`src/rtl/dice_turn_controller_if.sv`:
```
// Detector-result and move-handshake bundle for dice_turn_controller.
// The master side drives frames and acknowledges moves; the controller is the slave.
interface dice_turn_controller_if;
    logic        frame_start;
    logic [1:0]  dominant_color;
    logic        color_valid;
    logic        white_detected;
    logic [15:0] color_confidence;
    logic        move_req;
    logic        move_ack;
    logic [1:0]  move_steps;
    logic [1:0]  move_player;

    modport master (
        output frame_start, dominant_color, color_valid, white_detected,
               color_confidence, move_ack,
        input  move_req, move_steps, move_player
    );

    modport slave (
        input  frame_start, dominant_color, color_valid, white_detected,
               color_confidence, move_ack,
        output move_req, move_steps, move_player
    );
endinterface

```
`src/rtl/dice_turn_controller.sv`:
```
// Debounces per-frame dice colour results into move requests and closes turns on a stable white background.
// Optional TURN_TIMEOUT_EN macro adds a frame-count timeout that skips an idle player.
module dice_turn_controller #(
    parameter int unsigned STABLE_FRAMES  = 3,
    parameter int unsigned WHITE_FRAMES   = 5,
    parameter logic [15:0] MIN_CONF       = 16'd200,
    parameter int unsigned NUM_PLAYERS    = 2
`ifdef TURN_TIMEOUT_EN
    ,
    parameter logic [15:0] TIMEOUT_FRAMES = 16'd1800
`endif
) (
    input  logic                         clk,
    input  logic                         reset,
    dice_turn_controller_if.slave        bus,
    output logic [1:0]                   cur_player,
    output logic                         turn_done,
    output logic                         turn_skipped,
    output logic [2:0]                   state_dbg
);

    typedef enum logic [2:0] {
        WAIT_CLEAR  = 3'd0,
        ARMED       = 3'd1,
        MOVE        = 3'd2,
        WAIT_REMOVE = 3'd3
    } state_t;

    state_t      state_reg, state_next;
    logic        fs_d_reg;
    logic [3:0]  streak_reg, streak_next;
    logic [3:0]  wstreak_reg, wstreak_next;
    logic [1:0]  last_color_reg, last_color_next;
    logic [1:0]  cur_player_reg, cur_player_next;
    logic        move_req_reg, move_req_next;
    logic [1:0]  move_steps_reg, move_steps_next;
    logic [1:0]  move_player_reg, move_player_next;
    logic        turn_done_reg, turn_done_next;
    logic        is_color, is_white;
    logic [1:0]  player_adv;

    // Classification is only meaningful in the fs_d cycle; colour wins over white.
    assign is_color = bus.color_valid && (bus.color_confidence >= MIN_CONF)
                      && (bus.dominant_color != 2'b00);
    assign is_white = bus.white_detected && !bus.color_valid;

    assign player_adv = (cur_player_reg >= 2'(NUM_PLAYERS - 1)) ? 2'd0
                                                                : cur_player_reg + 2'd1;

`ifdef TURN_TIMEOUT_EN
    logic [15:0] frame_cnt_reg, frame_cnt_next;
    logic        turn_skipped_reg, turn_skipped_next;
`endif

    always_comb begin
        state_next       = state_reg;
        streak_next      = streak_reg;
        wstreak_next     = wstreak_reg;
        last_color_next  = last_color_reg;
        cur_player_next  = cur_player_reg;
        move_req_next    = move_req_reg;
        move_steps_next  = move_steps_reg;
        move_player_next = move_player_reg;
        turn_done_next   = 1'b0;
`ifdef TURN_TIMEOUT_EN
        turn_skipped_next = 1'b0;
        frame_cnt_next    = frame_cnt_reg;
        if (state_reg == ARMED && fs_d_reg)
            frame_cnt_next = frame_cnt_reg + 16'd1;
`endif

        // Streak bookkeeping; frames arriving while a move is pending are dropped.
        if (fs_d_reg && state_reg != MOVE) begin
            if (is_color) begin
                if (bus.dominant_color == last_color_reg) begin
                    streak_next = (streak_reg == 4'd15) ? 4'd15 : streak_reg + 4'd1;
                end else begin
                    streak_next     = 4'd1;
                    last_color_next = bus.dominant_color;
                end
                wstreak_next = 4'd0;
            end else begin
                streak_next  = 4'd0;
                wstreak_next = !is_white ? 4'd0
                             : (wstreak_reg == 4'd15) ? 4'd15 : wstreak_reg + 4'd1;
            end
        end

        case (state_reg)
            WAIT_CLEAR: begin
                if (fs_d_reg && wstreak_next >= 4'(WHITE_FRAMES))
                    state_next = ARMED;
            end
            ARMED: begin
                if (fs_d_reg && is_color && streak_next >= 4'(STABLE_FRAMES)) begin
                    state_next       = MOVE;
                    move_req_next    = 1'b1;
                    move_steps_next  = bus.dominant_color;
                    move_player_next = cur_player_reg;
                end
`ifdef TURN_TIMEOUT_EN
                else if (frame_cnt_next >= TIMEOUT_FRAMES) begin
                    turn_skipped_next = 1'b1;
                    cur_player_next   = player_adv;
                    frame_cnt_next    = 16'd0;
                    streak_next       = 4'd0;
                    wstreak_next      = 4'd0;
                end
`endif
            end
            MOVE: begin
                if (bus.move_ack) begin
                    move_req_next = 1'b0;
                    state_next    = WAIT_REMOVE;
                end
            end
            WAIT_REMOVE: begin
                if (fs_d_reg && wstreak_next >= 4'(WHITE_FRAMES)) begin
                    state_next      = ARMED;
                    turn_done_next  = 1'b1;
                    cur_player_next = player_adv;
                end
            end
            default: state_next = WAIT_CLEAR;
        endcase

        if (state_next != state_reg) begin
            streak_next  = 4'd0;
            wstreak_next = 4'd0;
        end
`ifdef TURN_TIMEOUT_EN
        // Counter only lives inside ARMED and restarts on every entry.
        if (state_reg != ARMED || state_next != ARMED)
            frame_cnt_next = 16'd0;
`endif
    end

    always_ff @(posedge clk) begin
        if (reset) begin
            state_reg       <= WAIT_CLEAR;
            fs_d_reg        <= 1'b0;
            streak_reg      <= 4'd0;
            wstreak_reg     <= 4'd0;
            last_color_reg  <= 2'b00;
            cur_player_reg  <= 2'd0;
            move_req_reg    <= 1'b0;
            move_steps_reg  <= 2'd0;
            move_player_reg <= 2'd0;
            turn_done_reg   <= 1'b0;
        end else begin
            state_reg       <= state_next;
            fs_d_reg        <= bus.frame_start;
            streak_reg      <= streak_next;
            wstreak_reg     <= wstreak_next;
            last_color_reg  <= last_color_next;
            cur_player_reg  <= cur_player_next;
            move_req_reg    <= move_req_next;
            move_steps_reg  <= move_steps_next;
            move_player_reg <= move_player_next;
            turn_done_reg   <= turn_done_next;
        end
    end

`ifdef TURN_TIMEOUT_EN
    always_ff @(posedge clk) begin
        if (reset) begin
            frame_cnt_reg    <= 16'd0;
            turn_skipped_reg <= 1'b0;
        end else begin
            frame_cnt_reg    <= frame_cnt_next;
            turn_skipped_reg <= turn_skipped_next;
        end
    end
    assign turn_skipped = turn_skipped_reg;
`else
    assign turn_skipped = 1'b0;
`endif

    assign bus.move_req    = move_req_reg;
    assign bus.move_steps  = move_steps_reg;
    assign bus.move_player = move_player_reg;
    assign cur_player      = cur_player_reg;
    assign turn_done       = turn_done_reg;
    assign state_dbg       = state_reg;

endmodule

```
`src/flat_wrapper.sv`:
```
// flat-port wrapper written by rule: the top's interface ports become plain ports
module dice_turn_controller_flat 
#(
    parameter int unsigned STABLE_FRAMES  = 3,
    parameter int unsigned WHITE_FRAMES   = 5,
    parameter logic [15:0] MIN_CONF       = 16'd200,
    parameter int unsigned NUM_PLAYERS    = 2

)
  (clk, reset, cur_player, turn_done, turn_skipped, state_dbg, bus_frame_start, bus_dominant_color, bus_color_valid, bus_white_detected, bus_color_confidence, bus_move_ack, bus_move_req, bus_move_steps, bus_move_player);
  dice_turn_controller_if bus_i ();
  input  logic clk;
  input  logic reset;
  output logic [1:0] cur_player;
  output logic turn_done;
  output logic turn_skipped;
  output logic [2:0] state_dbg;
  input wire logic [$bits(bus_i.frame_start)-1:0] bus_frame_start;
  input wire logic [$bits(bus_i.dominant_color)-1:0] bus_dominant_color;
  input wire logic [$bits(bus_i.color_valid)-1:0] bus_color_valid;
  input wire logic [$bits(bus_i.white_detected)-1:0] bus_white_detected;
  input wire logic [$bits(bus_i.color_confidence)-1:0] bus_color_confidence;
  input wire logic [$bits(bus_i.move_ack)-1:0] bus_move_ack;
  output wire logic [$bits(bus_i.move_req)-1:0] bus_move_req;
  output wire logic [$bits(bus_i.move_steps)-1:0] bus_move_steps;
  output wire logic [$bits(bus_i.move_player)-1:0] bus_move_player;
  assign bus_i.frame_start = bus_frame_start;
  assign bus_i.dominant_color = bus_dominant_color;
  assign bus_i.color_valid = bus_color_valid;
  assign bus_i.white_detected = bus_white_detected;
  assign bus_i.color_confidence = bus_color_confidence;
  assign bus_i.move_ack = bus_move_ack;
  assign bus_move_req = bus_i.move_req;
  assign bus_move_steps = bus_i.move_steps;
  assign bus_move_player = bus_i.move_player;
  dice_turn_controller #(.STABLE_FRAMES(STABLE_FRAMES), .WHITE_FRAMES(WHITE_FRAMES), .MIN_CONF(MIN_CONF), .NUM_PLAYERS(NUM_PLAYERS)) u_core (.clk(clk), .reset(reset), .bus(bus_i), .cur_player(cur_player), .turn_done(turn_done), .turn_skipped(turn_skipped), .state_dbg(state_dbg));
endmodule
```
`config.mk`:
```
export PLATFORM = sky130hd
export DESIGN_NAME = dice_turn_controller_flat
export DESIGN_NICKNAME = d
export VERILOG_FILES = /design/src/rtl/dice_turn_controller_if.sv /design/src/rtl/dice_turn_controller.sv /design/src/flat_wrapper.sv
export SDC_FILE = /design/constraint.sdc
export NUM_CORES = 1
export LEC_CHECK = 0
export CORE_ASPECT_RATIO = 0.9
export CORE_MARGIN = 2
export CORE_UTILIZATION = 40
export CTS_CLUSTER_SIZE = 25
export DETAILED_ROUTE_END_ITERATION = 10
export PLACE_DENSITY = 0.71
export SLEW_MARGIN = 30
export SYNTH_ARGS = -nofsm -noshare
export SYNTH_HDL_FRONTEND = slang
export SYNTH_SLANG_ARGS = --single-unit
```
`constraint.sdc`:
```
create_clock -name clk -period 2.1 [get_ports clk]
set_clock_uncertainty 0.05 [all_clocks]
set_input_delay 0.21 -clock clk [delete_from_list [all_inputs] [get_ports clk]]
set_output_delay 0.21 -clock clk [all_outputs]
set_load 0.005 [all_outputs]
```
==> impl_metrics.yaml, run 1 <==
run_status:
  status: "finished, final reports clean"
route:
  drcViolationCount: 0
  drt-initial-drc-count: 70
  met2_length_um: 1815
  ant_nets: 0
  wl_met3_um: 154
  wl_per_cell_um: 14.06
  met1Wirelength_um: 1499
  vias: 1349
  routed_wl_um: 3515
  dr.pass1.iters: 4
  viasPerCell: 5.396
  top_layer_used: "met4"
cts:
  clk_latency_ps: 260
  path_clk_slew_ps: 70
  htreeDepth: 1
  cts.path.max_buffers: 2
  cts_tree: "done"
  root_buffer: "clkbuf_8"
  cts_hold_buf: 0
  clkSinkCount: 22
  cts-buffers-inserted: 3
run:
  maxCapViolCount: 0
floorplan:
  initial_utilization_pct: 42.43
  core_area_um2: 3114
  placementRows: 19
  die_y_um: 58.53
  die_w_um: 64.58
  ioPinCount: 36
  dieArea_um2: 3780
synth:
  ys_ff_latch: 22
  ys_seq_area_share_pct: 33.33
  syn_area_um2: 1321
  synth_xor_area_share_pct: 1.326
  synth_top_family_by_area: "simple AND/OR/NAND/NOR gates"
  synth-adder-area-share_pct: 2.841
  synth_cell_type_count: 51
  synthTopCellsByArea: "dfxtp_1, nand2b_1, a21oi_1"
  synth_flop_cell: "dfxtp_1"
  synth_top_area_share_pct: 33.33
  yosysTopAreaCell: "dfxtp_1"
  synth_mux_area_share_pct: 4.640
  syn-instance-count: 149
  synth.avg_cell_area_um2: 8.868
  synth_compound_area_share_pct: 23.30
  async_reset_ff_share_pct: 0
  synth-simple-area-share_pct: 30.30
  ys_warn_count: 0
  synth_edf_count: 0
layout:
  fin_cells: 250
  antenna_cells: 0
  area_delta_synth_final_pct: 50.66
  drive_gt1_share_pct: 25.96
  final_nets: 236
  fillers: 270
power_and_ir_drop:
  powerDensity_nw_per_um2: 475.1
  report.power.total_uw: 945.8
  vdd_ir_drop_max_mv: 0.4236
  power_leakage_uw: 0.0007668
sta:
  finalCriticalPeriod_ps: 2001
  drv_slew: 0
  setup_violations: 0
  relSlewSlack_pct: 65.81
  min_period_over_period_pct: 95.26
  fmax_ghz: 0.4999
  hold_viol_final: 0
  holdWs_ps: 419.0
  worst_pin_slew_ps: 507.5
placed_design:
  dpl.hpwl_um: 2482
  gp_congestion: 0.8553
  place_inst: 241
  io_buffers: 31
setup_path:
  worstPathArrival_ps: 2110
  cp_num_buf_inv: 1
  slowest_stage: "clkdlybuf4s50_1"
  critPathLaunchType: "primary input"
  cp_cell_sequence: "clkdlybuf4s50_1 -> o21ai_0 -> a31oi_2 -> a41oi_1 -> o32ai_2 -> nand2_4 -> and3b_1"
  crit_cells: 7
  critPathMaxStageDelay_ps: 530
  endpoint_kind: "register"
  cp_max_fo: 8
  required_ps: 2210
  r2r-end: "u_core.cur_player[0]$_SDFFE_PP0P_"
  r2r_slack_ps: 110
  r2r_start: "u_core.wstreak_reg[0]$_SDFF_PP0_"
  crit_type: "primary input to register"
  crit_family: "compound AO/OA/AOI/OAI gates"
  rr_worst_depth: 8
worst_hold_path:
  whs_path_depth: 2
  hold_end: "u_core.last_color_reg[1]$_SDFFE_PP0P_"
  hold_class: "register to register"
  worstHoldStart: "u_core.last_color_reg[1]$_SDFFE_PP0P_"
global_routing:
  overflow: 0
  grt_start_max_net_pins: 17
  grt_first_pass_wirelength_um: 5568
  grt_use_total_pct: 18.19
  antenna_found_initial: 0
  grt_pass1_vias: 1325
[layer usage]
metal | up-vias | GRT usage [%]
met5 | - | 0
met4 | 0 | 4.863
met3 | 7 | 2.294
met2 | 39 | 34.23
met1 | 645 | 22.05
li1 | 658 | -
[worst min-delay path: stages (launching register included)]
cell	delay, ps
dfxtp_1	320
nand2_1	50
a21oi_1	50
[what timing repair did]
item	in CTS	in global routing
gates resized for setup	1	14
cloned	0	1
endpoints found under the setup margin	2	16
setup buffers	0	4
pin swaps	0	6
[cells by family (layout without fill, tap and decap cells)]
| family | Yosys count | after routing |
|---|---|---|
| AOI/OAI and AO/OA | 38 | 38 |
| xor gates and xnor gates | 2 | 2 |
| adders and majority gates | 3 | 3 |
| buffers and inverters | 9 | 66 |
| DFF | 22 | 22 |
| muxes | 6 | 6 |
| other | 1 | 2 |
| and+or+nand+nor | 68 | 69 |
[metrics by stage]
| stage | TNS, ps | utilization [%] | setup slack (ps) | cell area (µm²) |
|---|---|---|---|---|
| after floorplan | 0 | - | 71.80 | 1325 |
| after global placement | -1034 | 58.54 | -100.8 | 1823 |
| after detailed placement | -1813 | 58.54 | -155.4 | 1823 |
| after CTS | 0 | 60.91 | 16.51 | 1897 |
| after global routing | -80.85 | 63.92 | -23.59 | 1991 |
| final | 0 | 63.92 | 99.48 | 1991 |
[area by class of cell]
type                    instances  area (µm²)  share of cell area [%]
multi-input cells             120       894.6                   44.94
flip-flops and latches         22       444.2                   22.31
clock buffers                   3       41.29                   2.074
clock inverters                 1       30.03                   1.508
well taps                      42       52.55                   2.640
inverters                       4       15.01                  0.7542
repair buffers                 58       513.0                   25.77
[layout by cell type (no fill, tap or decap), types with 3 or more instances in the layout]
master | Yosys | layout
clkdlybuf4s50_1 | 0 | 31
buf_4 | 1 | 27
dfxtp_1 | 22 | 19
nand2b_1 | 13 | 13
a21oi_1 | 10 | 10
nor2_1 | 9 | 9
nand2_1 | 9 | 9
nand3_1 | 7 | 7
o21ai_0 | 6 | 5
mux2i_1 | 5 | 5
inv_1 | 4 | 4
and3_1 | 4 | 4
nor3b_1 | 4 | 3
nor2b_1 | 3 | 3
nor3_1 | 3 | 3
clkbuf_8 | 0 | 3
dfxtp_2 | 0 | 3
[worst max-delay path by stage]
stage / from / endpoint / slack, ps
final: bus_color_valid / u_core.streak_reg[2]$_SDFF_PP0_ / 100
after global routing: bus_color_valid / u_core.streak_reg[0]$_SDFF_PP0_ / -20
after CTS: u_core.wstreak_reg[0]$_SDFF_PP0_ / u_core.cur_player[0]$_SDFFE_PP0P_ / 20
after detailed placement: bus_color_valid / u_core.streak_reg[2]$_SDFF_PP0_ / -160
after global placement: bus_color_confidence[5] / u_core.streak_reg[2]$_SDFF_PP0_ / -100
after floorplan: u_core.wstreak_reg[0]$_SDFF_PP0_ / u_core.cur_player[1]$_SDFFE_PP0P_ / 70
[cell usage after synthesis (3+ instances only)]
| master | instances |
|---|---|
| mux2i_1 | 5 |
| a21oi_1 | 10 |
| nand3_1 | 7 |
| dfxtp_1 | 22 |
| nor3b_1 | 4 |
| nor2_1 | 9 |
| nor2b_1 | 3 |
| o21ai_0 | 6 |
| nand2b_1 | 13 |
| nand2_1 | 9 |
| inv_1 | 4 |
| ha_1 | 3 |
| and3_1 | 4 |
| nor3_1 | 3 |
[power breakdown]
part | leakage, µW | switching [µW] | internal, µW
Clock | 0.0000357 | 138 | 255
Combinational | 0.000552 | 52.4 | 75.4
Sequential | 0.000179 | 4.66 | 421
Total | 0.000767 | 195 | 751
No activity file was read; power rests on OpenSTA's default activity.
==> run 2: changes to the inputs <==
PLACE_DENSITY = 0.68   (was 0.71)
clock period = 2 ns   (was 2.1 ns; I/O delays follow)
==> run 2 against run 1 <==
Power is 4.9% lower. Routed wire length is 1.6% higher. Cell count is 1.6% higher. Hold slack worse by 160 ps. Sequential share of layout area is 1.5 points lower. Global-route usage is 0.36 points higher. Final area is 7.0% higher.
==> impl_metrics.yaml, run 2 (synthesis gave the netlist of run 1 again) <==
sta:
  fmax_ghz: 0.5010
  finalCriticalPeriod_ps: 1996
  tns_ps: 0
  setup_violations: 0
  relSlewSlack_pct: 64.90
  min_period_over_period_pct: 99.79
  rsz0062_at_grt: "yes"
  worst_pin_slew_ps: 520.9
  postLayoutSetupSlackWorst_ps: 4.138
  drv_slew: 0
  hold_viol_final: 0
  holdWs_ps: 258.3
power_and_ir_drop:
  p_switching_uw: 200.6
  report.power.total_uw: 899.3
  powerDensity_nw_per_um2: 422.3
  power_leakage_uw: 0.0008177
  power.share.combinational_pct: 16.1
  vdd_ir_drop_max_mv: 0.2994
  p_int_uw: 698.7
  seqPwrFrac_pct: 49.4
  swShare_pct: 22.30
  power.share.clock_pct: 34.5
cts:
  path_clk_slew_ps: 70
  clk_latency_ps: 260
  root_buffer: "clkbuf_8"
  cts.path.max_buffers: 2
  clkSinkCount: 22
  cts_tree: "done"
  cts_hold_buf: 0
  cts-buffers-inserted: 3
  htreeDepth: 1
layout:
  area_delta_synth_final_pct: 61.17
  fillers: 256
  final_nets: 240
  drive_gt1_share_pct: 35.38
  final_cell_area_um2: 2130
  layout_common_cells: "clkdlybuf4s50_1, buf_4, dfxtp_1"
  antenna_cells: 0
setup_path:
  worstPathArrival_ps: 2100
  endpoint_kind: "register"
  crit_type: "register to register"
  required_ps: 2100
  cp_max_fo: 3
  critPathLaunchType: "register"
floorplan:
  die_y_um: 58.53
  dieArea_um2: 3780
  die_w_um: 64.58
  ioPinCount: 36
  core_area_um2: 3114
  placementRows: 19
  initial_utilization_pct: 42.43
placed_design:
  dpl-instance-area_um2: 1864
  pre_cts_slack_ps: -279.4
  io_buffers: 31
  dpl.hpwl_um: 2516
  gp_congestion: 0.8106
global_routing:
  grt_first_pass_wirelength_um: 5568
  overflow: 0
  antenna_found_initial: 0
  grt_use_total_pct: 18.56
  grt_start_max_net_pins: 17
  grt_pass1_vias: 1262
route:
  wl_per_cell_um: 14.06
  viasPerCell: 5.118
  routed_wl_um: 3571
  drcViolationCount: 0
  dr.pass1.iters: 6
  drt-initial-drc-count: 73
  vias: 1300
  ant_nets: 0
worst_hold_path:
  hold_class: "primary input to register"
run:
  maxCapViolCount: 0
run_status:
  status: "finished, final reports clean"
==> run 2: changes by cell type in the layout (fill, tap and decap cells not counted), sizes merged <==
cell	previous run	this run
clkdlybuf4s50	31	29
buf	27	32
dlymetal6s2s	0	2
bufinv	1	0
clkbuf	3	4
or3b	2	1
==> run 2: path summary, 6_finish.rpt <==
kind                                              start                                     to  slack [ps]  depth (start not counted)
setup / recovery       u_core.wstreak_reg[1]$_SDFF_PP0_      u_core.cur_player[0]$_SDFFE_PP0P_           4                          8
hold / removal                    bus_dominant_color[1]  u_core.last_color_reg[1]$_SDFFE_PP0P_         260                          3
setup reg to reg       u_core.wstreak_reg[1]$_SDFF_PP0_      u_core.cur_player[0]$_SDFFE_PP0P_           4                          8
hold reg to reg   u_core.bus.move_steps[0]$_SDFFE_PP0P_  u_core.bus.move_steps[0]$_SDFFE_PP0P_         430                          2
==> run 2: power groups by stage <==
stage | combinational (µW) | clock, µW | sequential, µW
floorplan | 49.8 | 0 | 455
global placement | 125 | 0 | 454
detailed placement | 128 | 0 | 454
CTS | 133 | 317 | 444
global route | 155 | 334 | 445
finish | 145 | 310 | 444
==> run 2: final cells by class <==
class / count / area, µm² / area share [%]
Clock buffer: 4 / 55.05 / 2.585
Inverter: 4 / 15.01 / 0.7051
Multi-Input combinational cell: 119 / 996.0 / 46.77
Sequential cell: 22 / 444.2 / 20.86
Tap cell: 42 / 52.55 / 2.468
Timing Repair Buffer: 63 / 566.8 / 26.62
==> run 2: critical path, cell delays in order, from the launching register on <==
cell	delay, ps
dfxtp_2	340
ha_4	260
a31oi_2	40
a211o_1	310
a211oi_4	320
o2111ai_2	200
buf_4	170
mux2i_1	130
nor2_1	60
==> run 2: metrics by stage <==
step	utilization (%)	instances
global route	68.38	254
global placement	59.86	246
floorplan	-	150
detailed placement	59.86	246
finish	68.38	254
CTS	62.52	251
==> run 2: repair_timing <==
action                     in CTS  in global routing
pin swaps                       5                 13
setup buffers                   1                  3
resized for setup               6                 34
setup endpoints to repair      17                 18
==> run 2: per-layer routing <==
layer / track usage, % / share of wire, % / vias to the layer above
met5: 0 / 0 / -
met4: 5.471 / 0.62 / 0
met3: 2.294 / 2.5 / 4
met2: 29.91 / 48 / 25
met1: 26.31 / 48 / 602
li1: - / - / 669
==> run 3: changes to the inputs <==
CORE_MARGIN = not set   (was 2)
HOLD_SLACK_MARGIN = 0.1   (was not set)
==> run 3 against run 2 <==
Power fell by 7.4%. Critical path type unchanged. Critical endpoint is now u_core.cur_player[1]$_SDFFE_PP0P_. Count of clock-buffer cells in the layout did not move. Clock power fell by 18%.
==> impl_metrics.yaml, run 3 (synthesis gave the netlist of run 1 again) <==
run_status:
  status: "finished, final reports clean"
layout:
  drive_gt1_share_pct: 25.98
  fillers: 281
  final_nets: 232
  final_common_cell: "clkdlybuf4s50_1"
  layout_common_cells: "clkdlybuf4s50_1, buf_4, dfxtp_1"
  area_delta_synth_final_pct: 47.06
  antenna_cells: 0
route:
  drt-initial-drc-count: 38
  ant_nets: 0
  drcViolationCount: 0
  vias: 1293
  viasPerCell: 5.256
  routed_wl_um: 3348
  dr.pass1.iters: 4
  wl_per_cell_um: 13.61
power_and_ir_drop:
  vdd_ir_drop_max_mv: 0.4212
  power.share.combinational_pct: 15.9
  power_leakage_uw: 0.0007395
  p_int_uw: 630.4
  seqPwrFrac_pct: 53.6
  power.share.clock_pct: 30.5
  swShare_pct: 24.26
  p_switching_uw: 202.0
  report.power.total_uw: 832.4
  powerDensity_nw_per_um2: 428.4
cts:
  clk_latency_ps: 320
  cts.path.max_buffers: 2
  root_buffer: "clkbuf_4"
  cts_tree: "done"
  path_clk_slew_ps: 120
  clkSinkCount: 22
  htreeDepth: 1
  cts_hold_buf: 0
  cts-buffers-inserted: 3
placed_design:
  pre_cts_slack_ps: -255.4
  dpl.hpwl_um: 2504
  io_buffers: 31
  gp_congestion: 0.8177
run:
  maxCapViolCount: 0
setup_path:
  worstPathArrival_ps: 2220
  r2r-end: "u_core.cur_player[1]$_SDFFE_PP0P_"
  crit_type: "register to register"
  rr_worst_depth: 7
  r2r_slack_ps: 4
  required_ps: 2220
  r2r_start: "u_core.wstreak_reg[1]$_SDFF_PP0_"
  cp_max_fo: 3
  critPathLaunchType: "register"
  endpoint_kind: "register"
floorplan:
  placementRows: 19
  core_area_um2: 3090
  initial_utilization_pct: 42.75
  die_y_um: 56.53
  ioPinCount: 36
  die_w_um: 62.58
  dieArea_um2: 3537
worst_hold_path:
  hold_end: "u_core.fs_d_reg$_SDFF_PP0_"
  hold_class: "primary input to register"
  worstHoldStart: "bus_frame_start"
  whs_path_depth: 2
sta:
  worst_pin_slew_ps: 552.1
  hold_viol_final: 0
  drv_slew: 0
  relSlewSlack_pct: 62.81
  tns_ps: 0
  min_period_over_period_pct: 99.79
  postLayoutSetupSlackWorst_ps: 4.170
  setup_violations: 0
  finalCriticalPeriod_ps: 1996
  rsz0062_at_grt: "yes"
  fmax_ghz: 0.5010
global_routing:
  overflow: 0
  grt_start_max_net_pins: 17
  grt_first_pass_wirelength_um: 5485
  grt_pass1_vias: 1265
  antenna_found_initial: 0
  grt_use_total_pct: 19.50
run 3: cell types whose count changed in the layout (fill, tap and decap cells not counted), sizes merged:
| cell | previous run | this run |
|---|---|---|
| buf | 32 | 24 |
| clkdlybuf4s50 | 29 | 31 |
| dlymetal6s2s | 2 | 0 |
run 3: metrics by stage:
stage	cell area (µm²)	cells	hold WS (ps)	utilization (%)
after floorplan	1329	150	278.2	-
after global placement	1827	241	409.7	59.11
after detailed placement	1827	241	412.3	59.11
after CTS	1888	245	395.5	61.09
after global routing	1943	246	378.0	62.87
final	1943	246	384.6	62.87
run 3: worst max path at each step:
| stage | startpoint | endpoint | slack, ps | depth (start not counted) |
|---|---|---|---|---|
| after floorplan | u_core.state_dbg[0]$_SDFF_PP0_ | u_core.cur_player[1]$_SDFFE_PP0P_ | 30 | 7 |
| final | u_core.wstreak_reg[1]$_SDFF_PP0_ | u_core.cur_player[1]$_SDFFE_PP0P_ | 4 | 7 |
| after global placement | bus_color_confidence[5] | u_core.streak_reg[2]$_SDFF_PP0_ | -170 | 7 |
| after CTS | u_core.wstreak_reg[1]$_SDFF_PP0_ | u_core.cur_player[1]$_SDFFE_PP0P_ | 5 | 7 |
| after detailed placement | bus_color_confidence[5] | u_core.streak_reg[3]$_SDFF_PP0_ | -260 | 7 |
| after global routing | u_core.wstreak_reg[0]$_SDFF_PP0_ | u_core.state_dbg[0]$_SDFF_PP0_ | -80 | 8 |
run 3: cell type report:
type | instances | area, µm² | area share (%)
multi-input cells | 119 | 904.6 | 46.56
flip-flops and latches | 22 | 444.2 | 22.86
repair buffers | 55 | 490.5 | 25.24
inverters | 4 | 15.01 | 0.7727
clock buffers | 4 | 36.28 | 1.867
well taps | 42 | 52.55 | 2.704
run 3: power groups by stage:
stage | sequential, µW | combinational [µW] | clock [µW]
floorplan | 455 | 49.8 | 0
global placement | 455 | 123 | 0
detailed placement | 455 | 125 | 0
CTS | 446 | 129 | 257
global route | 447 | 142 | 278
finish | 446 | 132 | 254
run 3: metal layers:
| layer | part of all wire (%) | up-vias | GRT usage [%] | wire [µm] |
|---|---|---|---|---|
| met1 | 46 | 611 | 24.22 | 1544 |
| met4 | 0.90 | 0 | 7.641 | 30 |
| met2 | 50 | 25 | 34.01 | 1660 |
| met3 | 3.4 | 3 | 2.642 | 113 |
| met5 | 0 | - | 0 | 0 |
| li1 | - | 654 | - | - |
run 3: repair_timing:
item / in CTS / in global routing
setup buffers: 0 / 1
gates resized for setup: 4 / 11
endpoints found under the setup margin: 18 / 17
gates cloned: 0 / 0
pin swaps: 5 / 1
run 3: worst max-delay path, stage by stage (launching register included):
cell       delay, ps
dfxtp_2          360
ha_4             160
and3b_1          190
a211o_1          310
a211oi_4         290
o2111ai_2        180
mux2_4           340
nor2_2            70
